### src/rtl/cpu_pkg.sv
// Shared processor constants: operand width, register-index width and the
// hardwired-zero register index used by the ALU, logic units and register file.
package cpu_pkg;

    localparam int CPU_DATA_WIDTH = 16;
    localparam int CPU_ADDR_WIDTH = 3;
    localparam int CPU_REG_ZERO   = 0;

    // True when an index names the constant-zero register.
    function automatic logic is_reg_zero(input int unsigned idx);
        return (idx == CPU_REG_ZERO);
    endfunction

endpackage

### src/rtl/reg_cell.sv
// One architectural register: a W-bit flop bank with load enable and
// asynchronous active-high clear.
module reg_cell
    import cpu_pkg::*;
#(
    parameter int W = CPU_DATA_WIDTH
) (
    input  logic         clk,
    input  logic         rst,
    input  logic         en,
    input  logic [W-1:0] d,
    output logic [W-1:0] q
);

    logic [W-1:0] q_r;

    // Storage: async clear dominates, otherwise load on enable.
    always_ff @(posedge clk or posedge rst) begin
        if (rst) begin
            q_r <= {W{1'b0}};
        end else if (en) begin
            q_r <= d;
        end else begin
            q_r <= q_r;
        end
    end

    assign q = q_r;

endmodule

### src/rtl/register_file.sv
// Two-read, one-write register file with hardwired-zero R0, optional
// write-to-read bypass and a committed-write counter for debug.
module register_file
    import cpu_pkg::*;
#(
    parameter int DATA_WIDTH = CPU_DATA_WIDTH,
    parameter int ADDR_WIDTH = CPU_ADDR_WIDTH,
    parameter bit BYPASS     = 1'b1
) (
    input  logic                  Clock,
    input  logic                  Reset,
    input  logic                  RegWrite,
    input  logic [ADDR_WIDTH-1:0] WriteReg,
    input  logic [DATA_WIDTH-1:0] WriteData,
    input  logic [ADDR_WIDTH-1:0] ReadReg1,
    input  logic [ADDR_WIDTH-1:0] ReadReg2,
    output logic [DATA_WIDTH-1:0] ReadData1,
    output logic [DATA_WIDTH-1:0] ReadData2,
    output logic [7:0]            WriteCount
);

    localparam int NUM_REGS = 2 ** ADDR_WIDTH;
    localparam logic [ADDR_WIDTH-1:0] ZERO_IDX = ADDR_WIDTH'(CPU_REG_ZERO);

    logic [DATA_WIDTH-1:0] regs_s [NUM_REGS];
    logic                  write_hit_s;
    logic [7:0]            count_r;
    logic [DATA_WIDTH-1:0] rd1_s;
    logic [DATA_WIDTH-1:0] rd2_s;

    assign write_hit_s = RegWrite && !is_reg_zero(32'(WriteReg));
    assign regs_s[ZERO_IDX] = {DATA_WIDTH{1'b0}};

    // Only R0 is constant; every other index gets its own cell.
    for (genvar i = 1; i < NUM_REGS; i++) begin : g_cell
        reg_cell #(.W(DATA_WIDTH)) u_cell (
            .clk (Clock),
            .rst (Reset),
            .en  (RegWrite && (WriteReg == ADDR_WIDTH'(i))),
            .d   (WriteData),
            .q   (regs_s[i])
        );
    end

    // Committed-write counter, wraps silently at 8 bits.
    always_ff @(posedge Clock or posedge Reset) begin
        if (Reset) begin
            count_r <= 8'd0;
        end else if (write_hit_s) begin
            count_r <= count_r + 8'd1;
        end else begin
            count_r <= count_r;
        end
    end

    // Read port A: mux, then zero-index / reset / bypass overrides.
    always_comb begin
        rd1_s = regs_s[ReadReg1];
        if (Reset || (ReadReg1 == ZERO_IDX)) begin
            rd1_s = {DATA_WIDTH{1'b0}};
        end else if (BYPASS && write_hit_s && (ReadReg1 == WriteReg)) begin
            rd1_s = WriteData;
        end else begin
            rd1_s = regs_s[ReadReg1];
        end
    end

    // Read port B: same structure as port A.
    always_comb begin
        rd2_s = regs_s[ReadReg2];
        if (Reset || (ReadReg2 == ZERO_IDX)) begin
            rd2_s = {DATA_WIDTH{1'b0}};
        end else if (BYPASS && write_hit_s && (ReadReg2 == WriteReg)) begin
            rd2_s = WriteData;
        end else begin
            rd2_s = regs_s[ReadReg2];
        end
    end

    assign ReadData1  = rd1_s;
    assign ReadData2  = rd2_s;
    assign WriteCount = count_r;

endmodule

### config.mk
export PLATFORM = sky130hd
export DESIGN_NAME = register_file
export DESIGN_NICKNAME = d
export VERILOG_FILES = /design/src/rtl/cpu_pkg.sv /design/src/rtl/reg_cell.sv /design/src/rtl/register_file.sv
export SDC_FILE = /design/constraint.sdc
export NUM_CORES = 1
export LEC_CHECK = 0
export CAP_MARGIN = 30
export CORE_MARGIN = 3
export CORE_UTILIZATION = 40
export DETAILED_ROUTE_END_ITERATION = 8
export PLACE_DENSITY = 0.69
export RECOVER_POWER = 50
export SLEW_MARGIN = 15
export SYNTH_ARGS = -nofsm -noshare
export SYNTH_HDL_FRONTEND = slang
export SYNTH_SLANG_ARGS = --single-unit
### constraint.sdc
create_clock -name Clock -period 9.1 [get_ports Clock]
set_clock_uncertainty 0.2 [all_clocks]
set_input_delay 0.91 -clock Clock [delete_from_list [all_inputs] [get_ports Clock]]
set_output_delay 0.91 -clock Clock [all_outputs]
set_load 0.01 [all_outputs]
==> results_dict.tcl <==
set metrics [dict create \
    dpl_worst_slack_ps 4010 \
    gp_congestion 0.766 \
    cts_resized 0 \
    die_w_um 138 \
    root_buffer "clkbuf_16" \
    synthCells 551 \
    path_class "primary input to primary output" \
    p_clk_share_pct 37.9 \
    synth-seq-cells 120 \
    clkTransAtPathRegs_ps 50 \
    initial_utilization_pct 41.5 \
    grt_use_total_pct 19.5 \
    syn_nets 580 \
    finalSetupViolCount 0 \
    crit_buf_inv 4 \
    synth_top_area_share_pct 43.1 \
    vias_per_cell 5.90 \
    tightest_slew_ps 2560 \
    ant_nets 0 \
    grt_pass1_wl_um 29500 \
    drv_cap 1 \
    hold_slack_ps 267 \
    status "finished with violations" \
    max-vdd-ir-drop_mv 0.139 \
    cts.path.max_buffers 2 \
    ys.flop_type "dfrtp_1" \
    clk_latency_ps 420 \
    area_growth_pct 19.5 \
    cts_sinks 120 \
    cts.htree.levels 4 \
    synth_top_area_cell "dfrtp_1" \
    cts_buffers 17 \
    syn_area_um2 6970 \
    combPwrFrac_pct 23.0 \
    die_y_um 138 \
    p_per_area_nw_per_um2 234 \
    crit_path_max_fanout 56 \
    required_ps 7990 \
    drive_above_1_share_pct 34.0 \
    period_minus_slack_ps 6470 \
    ctsHoldBuffers 0 \
    core.rowCount 47 \
    async_reset_ff_share_pct 100 \
    pin_count 68 \
    post-cts-setup-buffers 0 \
    crit_chain "clkdlybuf4s50_1 > clkinvlp_2 > o31ai_2 > buf_4 > a211oi_1 > clkdlybuf4s50_1" \
    grt_max_degree 68 \
    internal_power_mw 1.43 \
    first_pass_iters 4 \
    fin_util_pct 49.5 \
    cpLargestDelayFamily "buffers and inverters" \
    diodes 0 \
    dieArea_um2 19000 \
    drc 0 \
    grt_pass1_vias 5282 \
    p_leak_nw 3.44 \
    cp_slowest_cell "clkinvlp_2" \
    p_switching_uw 523 \
    setup_ws_ps 2630 \
    period_share_pct 71.1 \
    num_vias 4923 \
    antenna_found_initial 0 \
    ys_seq_area_share_pct 43.1 \
    synth_edf_count 0 \
    finalHoldViolCount 0 \
    ys_warn_count 0 \
    swShare_pct 26.8 \
    wirelength_um 18200 \
    drv_slew 57 \
    core-area_um2 16800 \
    hold_path_class "flip-flop to flip-flop" \
    seqPwrFrac_pct 39.1 \
    nets 631 \
    max_slew_margin_pct -71.6 \
    io_buffers 67 \
    wl_per_cell_um 21.8 \
    grt_overflow 0 \
    yosysUniqueCellTypes 40 \
    critPathMaxStageDelay_ps 1900 \
    crit_top_cell "clkdlybuf4s50_1" \
    arrival_ps 5360 \
    violations "capacitance limit, slew limit" \
    dpl.hpwl_um 11300 \
    drt_iter0_markers 344 \
    start_kind "primary input" \
    syn_area_per_cell_um2 12.7 \
    rsz0062_at_grt "false" \
    cts_tree "yes" \
    fillers 1499 \
    cp-end-kind "primary output" \
    max_freq_mhz 155 \
    synth_top_cells_by_area "dfrtp_1 (43%), mux2_2 (23%), mux2i_1 (7.3%)" \
    finalSetupTns_ps 0 \
]
==> state kept, by name, summed over array words and instances (netlist names) <==
register	cells
WriteCount	8
g_cell.u_cell.q	112
==> cells in the final DEF, fill, tap and decap left out, types with 2 or more instances in the layout <==
cell type,count
bufinv_16,4
mux2i_1,51
a211oi_2,5
nand4_4,2
a211oi_1,20
nand2_1,10
o22ai_1,22
nor2b_1,3
dfrtp_1,120
clkbuf_8,7
dlygate4sd3_1,10
buf_2,2
o211a_1,7
nor2_1,32
xnor2_1,11
nand4b_2,3
a221oi_1,24
mux4_2,8
clkinv_2,3
buf_6,2
nand3_1,3
mux2_2,144
nand2b_1,4
nand4_1,3
clkbuf_1,5
a22oi_1,7
clkdlybuf4s50_1,55
nor3_1,8
buf_4,6
clkbuf_16,17
a221o_1,2
==> metrics by stage <==
step           instances  total power, mW  instance area (um^2)
2_1_floorplan        551             1.06                  6970
3_3_place_gp         801             1.20                  7680
3_5_place_dp         803             1.23                  7710
4_1_cts              835             1.97                  8370
5_1_grt              835             2.05                  8330
6_report             835             1.95                  8330
==> power by group through the flow <==
stage | clock (mW) | sequential, mW | combinational, mW
final | 0.739 | 0.763 | 0.450
after global routing | 0.775 | 0.781 | 0.491
after CTS | 0.749 | 0.761 | 0.460
after detailed placement | 0 | 0.768 | 0.458
after global placement | 0 | 0.758 | 0.444
after floorplan | 0 | 0.742 | 0.319
==> cell families after synthesis <==
group,count (synthesis),synth area share (%)
compound gates,90,10.6
buf+inv,48,4.94
simple gates,76,6.34
fa+ha+maj,1,0.179
flops,120,43.1
xor+xnor,13,1.74
mux,203,33.2
==> per-layer routing <==
layer / part of all wire, % / up-vias / GRT usage, % / routed length, um
met2: 49 / 177 / 32.3 / 8940
met3: 6.2 / 36 / 4.39 / 1130
li1: - / 2209 / - / -
met5: 0 / - / 0 / 0
met1: 42 / 2501 / 25.0 / 7720
met4: 2.3 / 0 / 7.44 / 422
==> synth_stat cells, types with 2 or more instances <==
cell / instances
a211oi_1: 20
a211oi_2: 5
a221o_1: 2
a221oi_1: 24
a22oi_1: 7
buf_2: 16
buf_4: 14
buf_6: 12
clkbuf_1: 4
dfrtp_1: 120
mux2_2: 144
mux2i_1: 51
mux4_2: 8
nand2_1: 10
nand2b_1: 4
nand3_1: 3
nand4_1: 3
nand4_4: 2
nand4b_2: 3
nor2_1: 32
nor2b_1: 3
nor3_1: 7
nor4bb_1: 2
o211a_1: 7
o22ai_1: 22
o31ai_2: 2
xnor2_1: 11
==> final cells by class <==
type | instances | area (um^2) | area share [%]
clock inverters | 7 | 135 | 1.62
clock buffers | 25 | 526 | 6.31
multi-input cells | 383 | 3640 | 43.7
well taps | 220 | 275 | 3.30
repair buffers | 79 | 743 | 8.92
inverters | 1 | 5.00 | 0.0601
flip-flops and latches | 120 | 3000 | 36.0
==> worst paths after layout <==
check                           cells past startpoint                            endpoint  slack, ps                      start
worst max-delay path                                6                        ReadData1[0]       2630                      Reset
worst min-delay path                                1           WriteCount[7]$_DFFE_PP0P_        270  WriteCount[7]$_DFFE_PP0P_
worst max register to register                      2           WriteCount[1]$_DFFE_PP0P_       7780  WriteCount[0]$_DFFE_PP0P_
worst min register to register                      1           WriteCount[7]$_DFFE_PP0P_        270  WriteCount[7]$_DFFE_PP0P_
max in group asynchronous                           3   g_cell[6].u_cell.q[4]$_DFFE_PP0P_       5620                      Reset
min in group asynchronous                           2  g_cell[4].u_cell.q[13]$_DFFE_PP0P_       1320                      Reset
No activity file was read; power rests on OpenSTA's default activity.
